==> config.mk <==
export PLATFORM = sky130hd
export DESIGN_NAME = pipeline_ctrl
export DESIGN_NICKNAME = d
export VERILOG_FILES = /design/src/rtl/pipeline_ctrl.sv
export SDC_FILE = /design/constraint.sdc
export NUM_CORES = 1
export LEC_CHECK = 0
export CAP_MARGIN = 5
export CORE_AREA = 5 5 42 44
export DETAILED_ROUTE_END_ITERATION = 10
export DIE_AREA = 0 0 47 49
export HOLD_SLACK_MARGIN = 0.15
export PLACE_DENSITY = 0.67
export SLEW_MARGIN = 20
export SYNTH_ARGS = -nofsm -noshare
export SYNTH_HDL_FRONTEND = slang
export SYNTH_SLANG_ARGS = --single-unit
export TNS_END_PERCENT = 20
==> constraint.sdc <==
create_clock -name clk -period 1.95 [get_ports clk]
set_clock_uncertainty 0.1 [all_clocks]
set_input_delay 0.39 -clock clk [delete_from_list [all_inputs] [get_ports clk]]
set_output_delay 0.39 -clock clk [all_outputs]
set_load 0.02 [all_outputs]
==> src/rtl/pipeline_ctrl.sv <==
// pipeline_ctrl -- hazard and sequencing controller for the 5-stage pipeline
// (IF, ID, EX, MEM, WB).
//
// Purpose:
//   Produces per-stage stall/clear strobes, a one-cycle PC redirect pulse on
//   exception accept, and the registered branch-delay-slot flag for stage_id.
//   Arbitration in RUN, highest first: exception, memory wait, load-use
//   interlock, fetch wait. Multi-cycle flushes and load-use bubbles are
//   sequenced by a small FSM (RUN / FLUSH / BUBBLE).
//
// Parameters:
//   FLUSH_CYCLES      cycles the ID/EX/MEM clears are held after an exception (>=1)
//   LOAD_USE_BUBBLES  bubbles inserted into the ID output per load-use hazard (>=1)
//
// Ports:
//   clk, rst                      clock, synchronous active-high reset
//   if_instr_rs, if_instr_rt      source register fields of the IF/ID instruction
//   if_is_branch                  IF/ID instruction is a branch/jump
//   ex_mem_read, ex_wb_reg_addr   EX instruction is a load / its destination
//   if_busy, mem_busy             fetch / memory still waiting this cycle
//   exc_req                       MEM commits an exception or ERET this cycle
//   stall_if..stall_mem           hold stage outputs
//   clear_id..clear_mem           stage emits a bubble on the next edge
//   in_branch_delay_slot          registered delay-slot flag
//   pc_redirect                   IF loads the exception/EPC target
//
// Optional feature (macro PIPE_CTRL_PERF_EN):
//   Adds 32-bit wrapping counters perf_stall_mem, perf_load_use, perf_flush.

module pipeline_ctrl #(
  parameter int FLUSH_CYCLES     = 2,
  parameter int LOAD_USE_BUBBLES = 1
) (
  input  logic        clk,
  input  logic        rst,
  input  logic [4:0]  if_instr_rs,
  input  logic [4:0]  if_instr_rt,
  input  logic        if_is_branch,
  input  logic        ex_mem_read,
  input  logic [4:0]  ex_wb_reg_addr,
  input  logic        if_busy,
  input  logic        mem_busy,
  input  logic        exc_req,
  output logic        stall_if,
  output logic        stall_id,
  output logic        stall_ex,
  output logic        stall_mem,
  output logic        clear_id,
  output logic        clear_ex,
  output logic        clear_mem,
  output logic        in_branch_delay_slot,
  output logic        pc_redirect
`ifdef PIPE_CTRL_PERF_EN
  ,
  output logic [31:0] perf_stall_mem,
  output logic [31:0] perf_load_use,
  output logic [31:0] perf_flush
`endif
);

  // Counter widths only need to hold PARAM-2; keep at least one bit.
  localparam int FC_W = (FLUSH_CYCLES > 2)     ? $clog2(FLUSH_CYCLES)     : 1;
  localparam int BC_W = (LOAD_USE_BUBBLES > 2) ? $clog2(LOAD_USE_BUBBLES) : 1;

  typedef enum logic [1:0] {
    ST_RUN    = 2'd0,
    ST_FLUSH  = 2'd1,
    ST_BUBBLE = 2'd2
  } state_t;

  state_t          state, state_nxt;
  logic [FC_W-1:0] flush_cnt, flush_cnt_nxt;
  logic [BC_W-1:0] bub_cnt, bub_cnt_nxt;
  logic            load_use;
  logic            exc_accept;

  // Register 0 is hardwired to zero, so a load targeting it never interlocks.
  assign load_use = ex_mem_read && (ex_wb_reg_addr != 5'd0) &&
                    ((ex_wb_reg_addr == if_instr_rs) ||
                     (ex_wb_reg_addr == if_instr_rt));

  always_comb begin
    stall_if      = 1'b0;
    stall_id      = 1'b0;
    stall_ex      = 1'b0;
    stall_mem     = 1'b0;
    clear_id      = 1'b0;
    clear_ex      = 1'b0;
    clear_mem     = 1'b0;
    pc_redirect   = 1'b0;
    exc_accept    = 1'b0;
    state_nxt     = state;
    flush_cnt_nxt = flush_cnt;
    bub_cnt_nxt   = bub_cnt;

    unique case (state)
      ST_RUN, ST_BUBBLE: begin
        if (exc_req) begin
          // Exception wins over everything, including a pending memory wait:
          // MEM is squashed rather than stalled.
          exc_accept  = 1'b1;
          pc_redirect = 1'b1;
          clear_id    = 1'b1;
          clear_ex    = 1'b1;
          clear_mem   = 1'b1;
          if (FLUSH_CYCLES > 1) begin
            state_nxt     = ST_FLUSH;
            flush_cnt_nxt = FC_W'(FLUSH_CYCLES - 2);
          end else begin
            state_nxt = ST_RUN;
          end
        end else if (mem_busy) begin
          // Freezes the whole pipe; bub_cnt is left untouched.
          stall_if  = 1'b1;
          stall_id  = 1'b1;
          stall_ex  = 1'b1;
          stall_mem = 1'b1;
        end else if (state == ST_BUBBLE) begin
          stall_if = 1'b1;
          clear_id = 1'b1;
          if (bub_cnt == '0) begin
            state_nxt = ST_RUN;
          end else begin
            bub_cnt_nxt = bub_cnt - BC_W'(1);
          end
        end else if (load_use) begin
          // The first bubble is this cycle; the FSM supplies the rest.
          stall_if = 1'b1;
          clear_id = 1'b1;
          if (LOAD_USE_BUBBLES > 1) begin
            state_nxt   = ST_BUBBLE;
            bub_cnt_nxt = BC_W'(LOAD_USE_BUBBLES - 2);
          end
        end else if (if_busy) begin
          stall_if = 1'b1;
          clear_id = 1'b1;
        end
      end
      ST_FLUSH: begin
        // exc_req and mem_busy are deliberately ignored while flushing.
        clear_id  = 1'b1;
        clear_ex  = 1'b1;
        clear_mem = 1'b1;
        if (flush_cnt == '0) begin
          state_nxt = ST_RUN;
        end else begin
          flush_cnt_nxt = flush_cnt - FC_W'(1);
        end
      end
      default: begin
        state_nxt = ST_RUN;
      end
    endcase

    // Reset presents a fully cleared, unstalled pipe.
    if (rst) begin
      stall_if      = 1'b0;
      stall_id      = 1'b0;
      stall_ex      = 1'b0;
      stall_mem     = 1'b0;
      clear_id      = 1'b1;
      clear_ex      = 1'b1;
      clear_mem     = 1'b1;
      pc_redirect   = 1'b0;
      exc_accept    = 1'b0;
      state_nxt     = ST_RUN;
      flush_cnt_nxt = '0;
      bub_cnt_nxt   = '0;
    end
  end

  // State register boundary
  always_ff @(posedge clk) begin
    if (rst) begin
      state     <= ST_RUN;
      flush_cnt <= '0;
      bub_cnt   <= '0;
    end else begin
      state     <= state_nxt;
      flush_cnt <= flush_cnt_nxt;
      bub_cnt   <= bub_cnt_nxt;
    end
  end

  // Delay-slot flag boundary: only moves when ID actually consumes the
  // IF/ID instruction, so stalls and bubbles leave it intact.
  always_ff @(posedge clk) begin
    if (rst || exc_accept) begin
      in_branch_delay_slot <= 1'b0;
    end else if (!stall_id && !clear_id) begin
      in_branch_delay_slot <= if_is_branch;
    end
  end

`ifdef PIPE_CTRL_PERF_EN
  logic lu_bubble;

  // A load-use bubble cycle: the RUN-state hit itself, or a BUBBLE cycle
  // that is neither preempted by an exception nor frozen by memory.
  assign lu_bubble = !rst && !exc_req && !mem_busy &&
                     (((state == ST_RUN) && load_use) || (state == ST_BUBBLE));

  // Performance counter boundary
  always_ff @(posedge clk) begin
    if (rst) begin
      perf_stall_mem <= '0;
      perf_load_use  <= '0;
      perf_flush     <= '0;
    end else begin
      if (stall_mem)  perf_stall_mem <= perf_stall_mem + 32'd1;
      if (lu_bubble)  perf_load_use  <= perf_load_use + 32'd1;
      if (exc_accept) perf_flush     <= perf_flush + 32'd1;
    end
  end
`endif

endmodule

== After elaboration in Yosys (flattened, before gate mapping) ==
Cells that the tools add are included.
Cells by class
  equality and inequality tests: 9
  reductions and logical operators: 14
  bitwise gates (word level): 2
  $add $sub $neg: 2
  muxes and demuxes: 30
Operator list (number)
  2-to-1 mux 1 bit: 21
  == test 5 bit: 2
  2-to-1 mux 2 bit: 5
  inequality test 3 bit, second input constant: 3
  AND reduction 4 bit: 2
  case mux 1 bit (2 select lines): 3
  nonzero test 5 bit: 1
  inequality test 2 bit, second input constant: 2
  case mux 2 bit (2 select lines): 1
  logical AND 1 bit: 3
  == test 2 x 1 -> 1 bit, second input constant: 1
  == test 2 bit, second input constant: 1
  logical NOT 1 bit: 2
  logical NOT 2 bit: 1
  logical OR 1 bit: 2
  inverter 1 bit: 2
  AND reduction 2 bit: 1
  nonzero test 2 bit: 1
  OR reduction 2 bit: 1
  subtractor 1 bit, second input constant: 2
Storage, ports and cells
  flip-flop bits (word level): 5
  input port bits: 22
  output and inout port bits: 9

== Depth between registers and ports, before layout ==
Gate-level depths: netlist (run 1).
  depth in word-level cells: 11
  gate-level depth with buffers: 5

== Worst setup path before layout (run 1) ==
No wires, ideal clock.
  kind: input port to output port
  start: input exc_req
  end: output stall_id
  cell stages on the path: 4
  arrival time: 1.568 ns
  setup slack: -0.108 ns
  required time: 1.460 ns
  path buffers: 2
  cell sequence: or3_1 clkbuf_1 nor2_1 buf_4
On the way
  word-level cells in the longest chain between the ends: 3
Ends and longest elaborated chain
  start: declaration: line 43  | input logic exc_req,
  2-to-1 mux 1 bit (3 in series)
  end: declaration: line 45  | output logic stall_id,
No other way between the ends.

== Worst setup path after layout (run 1) ==
  start: input ex_wb_reg_addr[3]
  end: output stall_if
On the way
  word-level cells in the longest chain between the ends: 9
Ends and longest elaborated chain
  start: declaration: line 40  | input logic [4:0] ex_wb_reg_addr,
  == test 5 bit, or another cell as far along: line 79  | ((ex_wb_reg_addr == if_instr_rs) ||
  logical OR 1 bit or logical AND 1 bit (tied branches): line 79, 78
  logical AND 1 bit (*): line 78  | assign load_use = ex_mem_read && (ex_wb_reg_addr != 5'd0) &&
  2-to-1 mux 1 bit (*): line 126  | end else if (load_use) begin
  2-to-1 mux 1 bit (*): line 118  | end else if (state == ST_BUBBLE) begin
  2-to-1 mux 1 bit (*): line 112  | end else if (mem_busy) begin
  2-to-1 mux 1 bit (*): line 98  | if (exc_req) begin
  2-to-1 mux 1 bit (*): line 96  | unique case (state)
  2-to-1 mux 1 bit (*): line 156  | if (rst) begin
  end: declaration: line 44  | output logic stall_if,
Every way passes the cells marked *; elsewhere a longest branch is shown, timed or not.

==> impl_metrics.yaml, run 1 <==
cells_and_area:
  final_core_util_pct: 49.6
  drive_gt1_share_pct: 44.9
  syn_to_final_growth_pct: 149
  n_antenna_cell: 0
  fin_nets: 102
  stdcell_count: 94
clock_tree:
  clk_latency_ns: 0.23
  cts_root_buf: "clkbuf_4"
  htreeDepth: 1
  clock_path_buffers: 2
  clkSinkCount: 2
  numCtsBuffers: 3
  postCtsHoldBufs: 0
  cts_tree: "yes"
  cts.clk_slew.worst_paths_ns: 0.03
critical_path:
  r2r_slack_ns: 0.33
  path_cells: "buf_6, or4_1, o21a_1, a21oi_2, a21oi_1, buf_4"
  path_class: "primary input to output port"
  worst_setup_path_end_kind: "output port"
  worst_ep_arrival_time_ns: 1.60
  cp_slowest_cell: "or4_1"
  required_ns: 1.46
  reg2reg_depth: 4
  path_max_fanout: 2
  cp_slowest_stage_delay_ns: 0.51
  start_kind: "primary input"
timing:
  hold_viol_final: 0
  worst_pin_slew_ns: 0.276
  fin_crit_sh_pct: 107
  min_period_ns: 2.09
  hold_ws_ns: 0.373
  setup-violations-final: 2
  rsz0062_at_grt: "true"
  maxSlewViolCount: 0
  postLayoutSetupSlackWorst_ns: -0.139
  fmax_mhz: 479
  fin_setup_tns_ns: -0.262
  relSlewSlack_pct: 81.6
synth:
  synth_top_area_cell: "xnor2_1"
  synth_xor_xnor_area_share_pct: 31.4
  synthSimpleGateAreaFrac_pct: 22.9
  seq_area_frac_synth_pct: 14.3
  synth_top_family_by_area: "XOR/XNOR gates"
  synthTopCellsByArea: "xnor2_1 31%, dfxtp_1 14%, buf_4 8.1%, nor3b_1 8.1%, a2111oi_2 5.4%"
  syn_inst: 35
  synth_compound_area_share_pct: 16.6
  ys_warn_count: 0
  synthesis.nets: 57
  syn_avg_cell_area_um2: 7.97
  muxShareOfSynthArea_pct: 4.04
  synthDistinctLibCells: 18
  synthAdderAreaFrac_pct: 0
  yosysTopAreaCellShare_pct: 31.4
  ys_ff_latch: 2
  synth_area_um2: 279
route:
  routedWlPerCell_um: 11.3
  via_per_inst: 4.26
  drt_iter0_drc: 0
  drtAntennaViolNets: 0
  drc: 0
  num_vias: 400
  firstDrtPassIters: 1
  wl_um: 1060
min_path:
  hold-path-cell-count: 3
  hp-class: "primary input to flop"
place:
  post-place-ws_ns: -0.899
  io_buffers: 30
  gp_congestion: 0.725
  hpwl_um: 836
  place_inst: 90
pwr:
  vdd_drop_max_mv: 0.385
  powerDensity_nw_per_um2: 393
  p_leak_nw: 0.318
grt:
  grt_pass1_vias: 443
  antenna_found_initial: 0
  overflow: 0
  track_usage_pct: 10.6
  grt_max_degree: 6
  grt_pass1_wl_um: 1660
die:
  die_area_um2: 2300
  die_w_um: 47
  pin_count: 31
  rows: 14
  core_region_area_um2: 1400
  fp.dieH_um: 49
  initial_utilization_pct: 19.9
job:
  drv_cap: 0
status:
  status: "complete, but fails checks"
  violations: "negative setup slack"
cell usage after synthesis:
| cell type | instances |
|---|---|
| xnor2_1 | 10 |
| buf_4 | 3 |
| nor3b_1 | 3 |
| a21oi_1 | 2 |
| dfxtp_1 | 2 |
| nand2_1 | 2 |
| nand3_1 | 2 |
| a2111oi_2 | 1 |
| clkbuf_1 | 1 |
| inv_1 | 1 |
| mux2_2 | 1 |
| nor2_1 | 1 |
| nor2b_1 | 1 |
| o21a_1 | 1 |
| o21bai_1 | 1 |
| o22ai_1 | 1 |
| or3_1 | 1 |
| or4_1 | 1 |
critical path, delay by kind of cell:
family / cells / cell delay (ns)
buf+inv: 2 / 0.25
compound gates: 3 / 0.45
simple gates: 1 / 0.51
through the flow:
| step | total power, mW | cell area [µm²] |
|---|---|---|
| floorplan | 0.0951 | 282 |
| global placement | 0.181 | 673 |
| detailed placement | 0.182 | 673 |
| CTS | 0.280 | 684 |
| global route | 0.302 | 696 |
| finish | 0.273 | 696 |
layout by cell type, fill, tap and decap left out:
cell type,count
nand2_1,2
nand3_1,2
nor3b_1,3
or3_4,1
xnor2_1,10
a21oi_2,1
dfxtp_1,2
a2111oi_4,1
o21a_1,1
nor2b_1,1
inv_1,1
buf_6,2
mux2_4,1
a21oi_1,1
clkdlybuf4s50_1,7
or4_1,1
clkbuf_4,3
nor2_4,1
dlygate4sd2_1,9
o21bai_1,1
buf_4,18
o22ai_2,1
buf_2,6
dlymetal6s2s_1,2
final timing paths:
path	start	to
max reg2reg	state[0]	in_branch_delay_slot
min	rst	state[0]
min reg2reg	state[0]	state[0]
max	ex_wb_reg_addr[3]	stall_if
per-layer routing:
layer	wire length [µm]	track usage (%)
met5	0	0
met4	43	11.1
met3	158	5.17
met2	545	17.0
met1	316	8.28
power breakdown:
group	switching [mW]	internal (mW)	leakage (nW)	total, mW
clock	0.0284	0.0682	0.0138	0.0966
combinational	0.0531	0.0796	0.288	0.133
sequential	0.000797	0.0430	0.0164	0.0437
repair_timing:
| item | CTS | global route |
|---|---|---|
| endpoints found under the setup margin | 9 | 8 |
| pin swaps | 15 | 2 |
| gates resized for setup | 69 | 4 |
| setup buffers | 1 | 0 |
sequential cells by signal (all words and copies together) (netlist names):
name / cells
in_branch_delay_slot: 1
state: 1
cells by family after synthesis:
family                 Yosys count
XOR/XNOR                        10
AND/OR/NAND/NOR                 11
buffers and inverters            5
flip-flops                       2
AO/OA/AOI/OAI                    6
multiplexers                     1
final cells by class:
class / instances / area (µm²)
Fill cell: 160 / 706
Timing Repair Buffer: 44 / 362
Multi-Input combinational cell: 28 / 248
Sequential cell: 2 / 40.0
Clock buffer: 3 / 22.5
Tap cell: 16 / 20.0
Inverter: 1 / 3.75
(Power assumes the default switching activity.)
==> inputs of run 2 (changes only) <==
Settings changed: CTS_CLUSTER_SIZE from default to 20, HOLD_SLACK_MARGIN 0.15 to 0.08.
==> results of run 2 <==
The final DEF is identical to that of run 1; final timing and power are the same.
==> inputs of run 3 (changes only) <==
Settings changed: ABC_CLOCK_PERIOD_IN_PS from default to 1950.
==> results of run 3 <==
The final DEF is identical to that of run 1; final timing and power are the same.
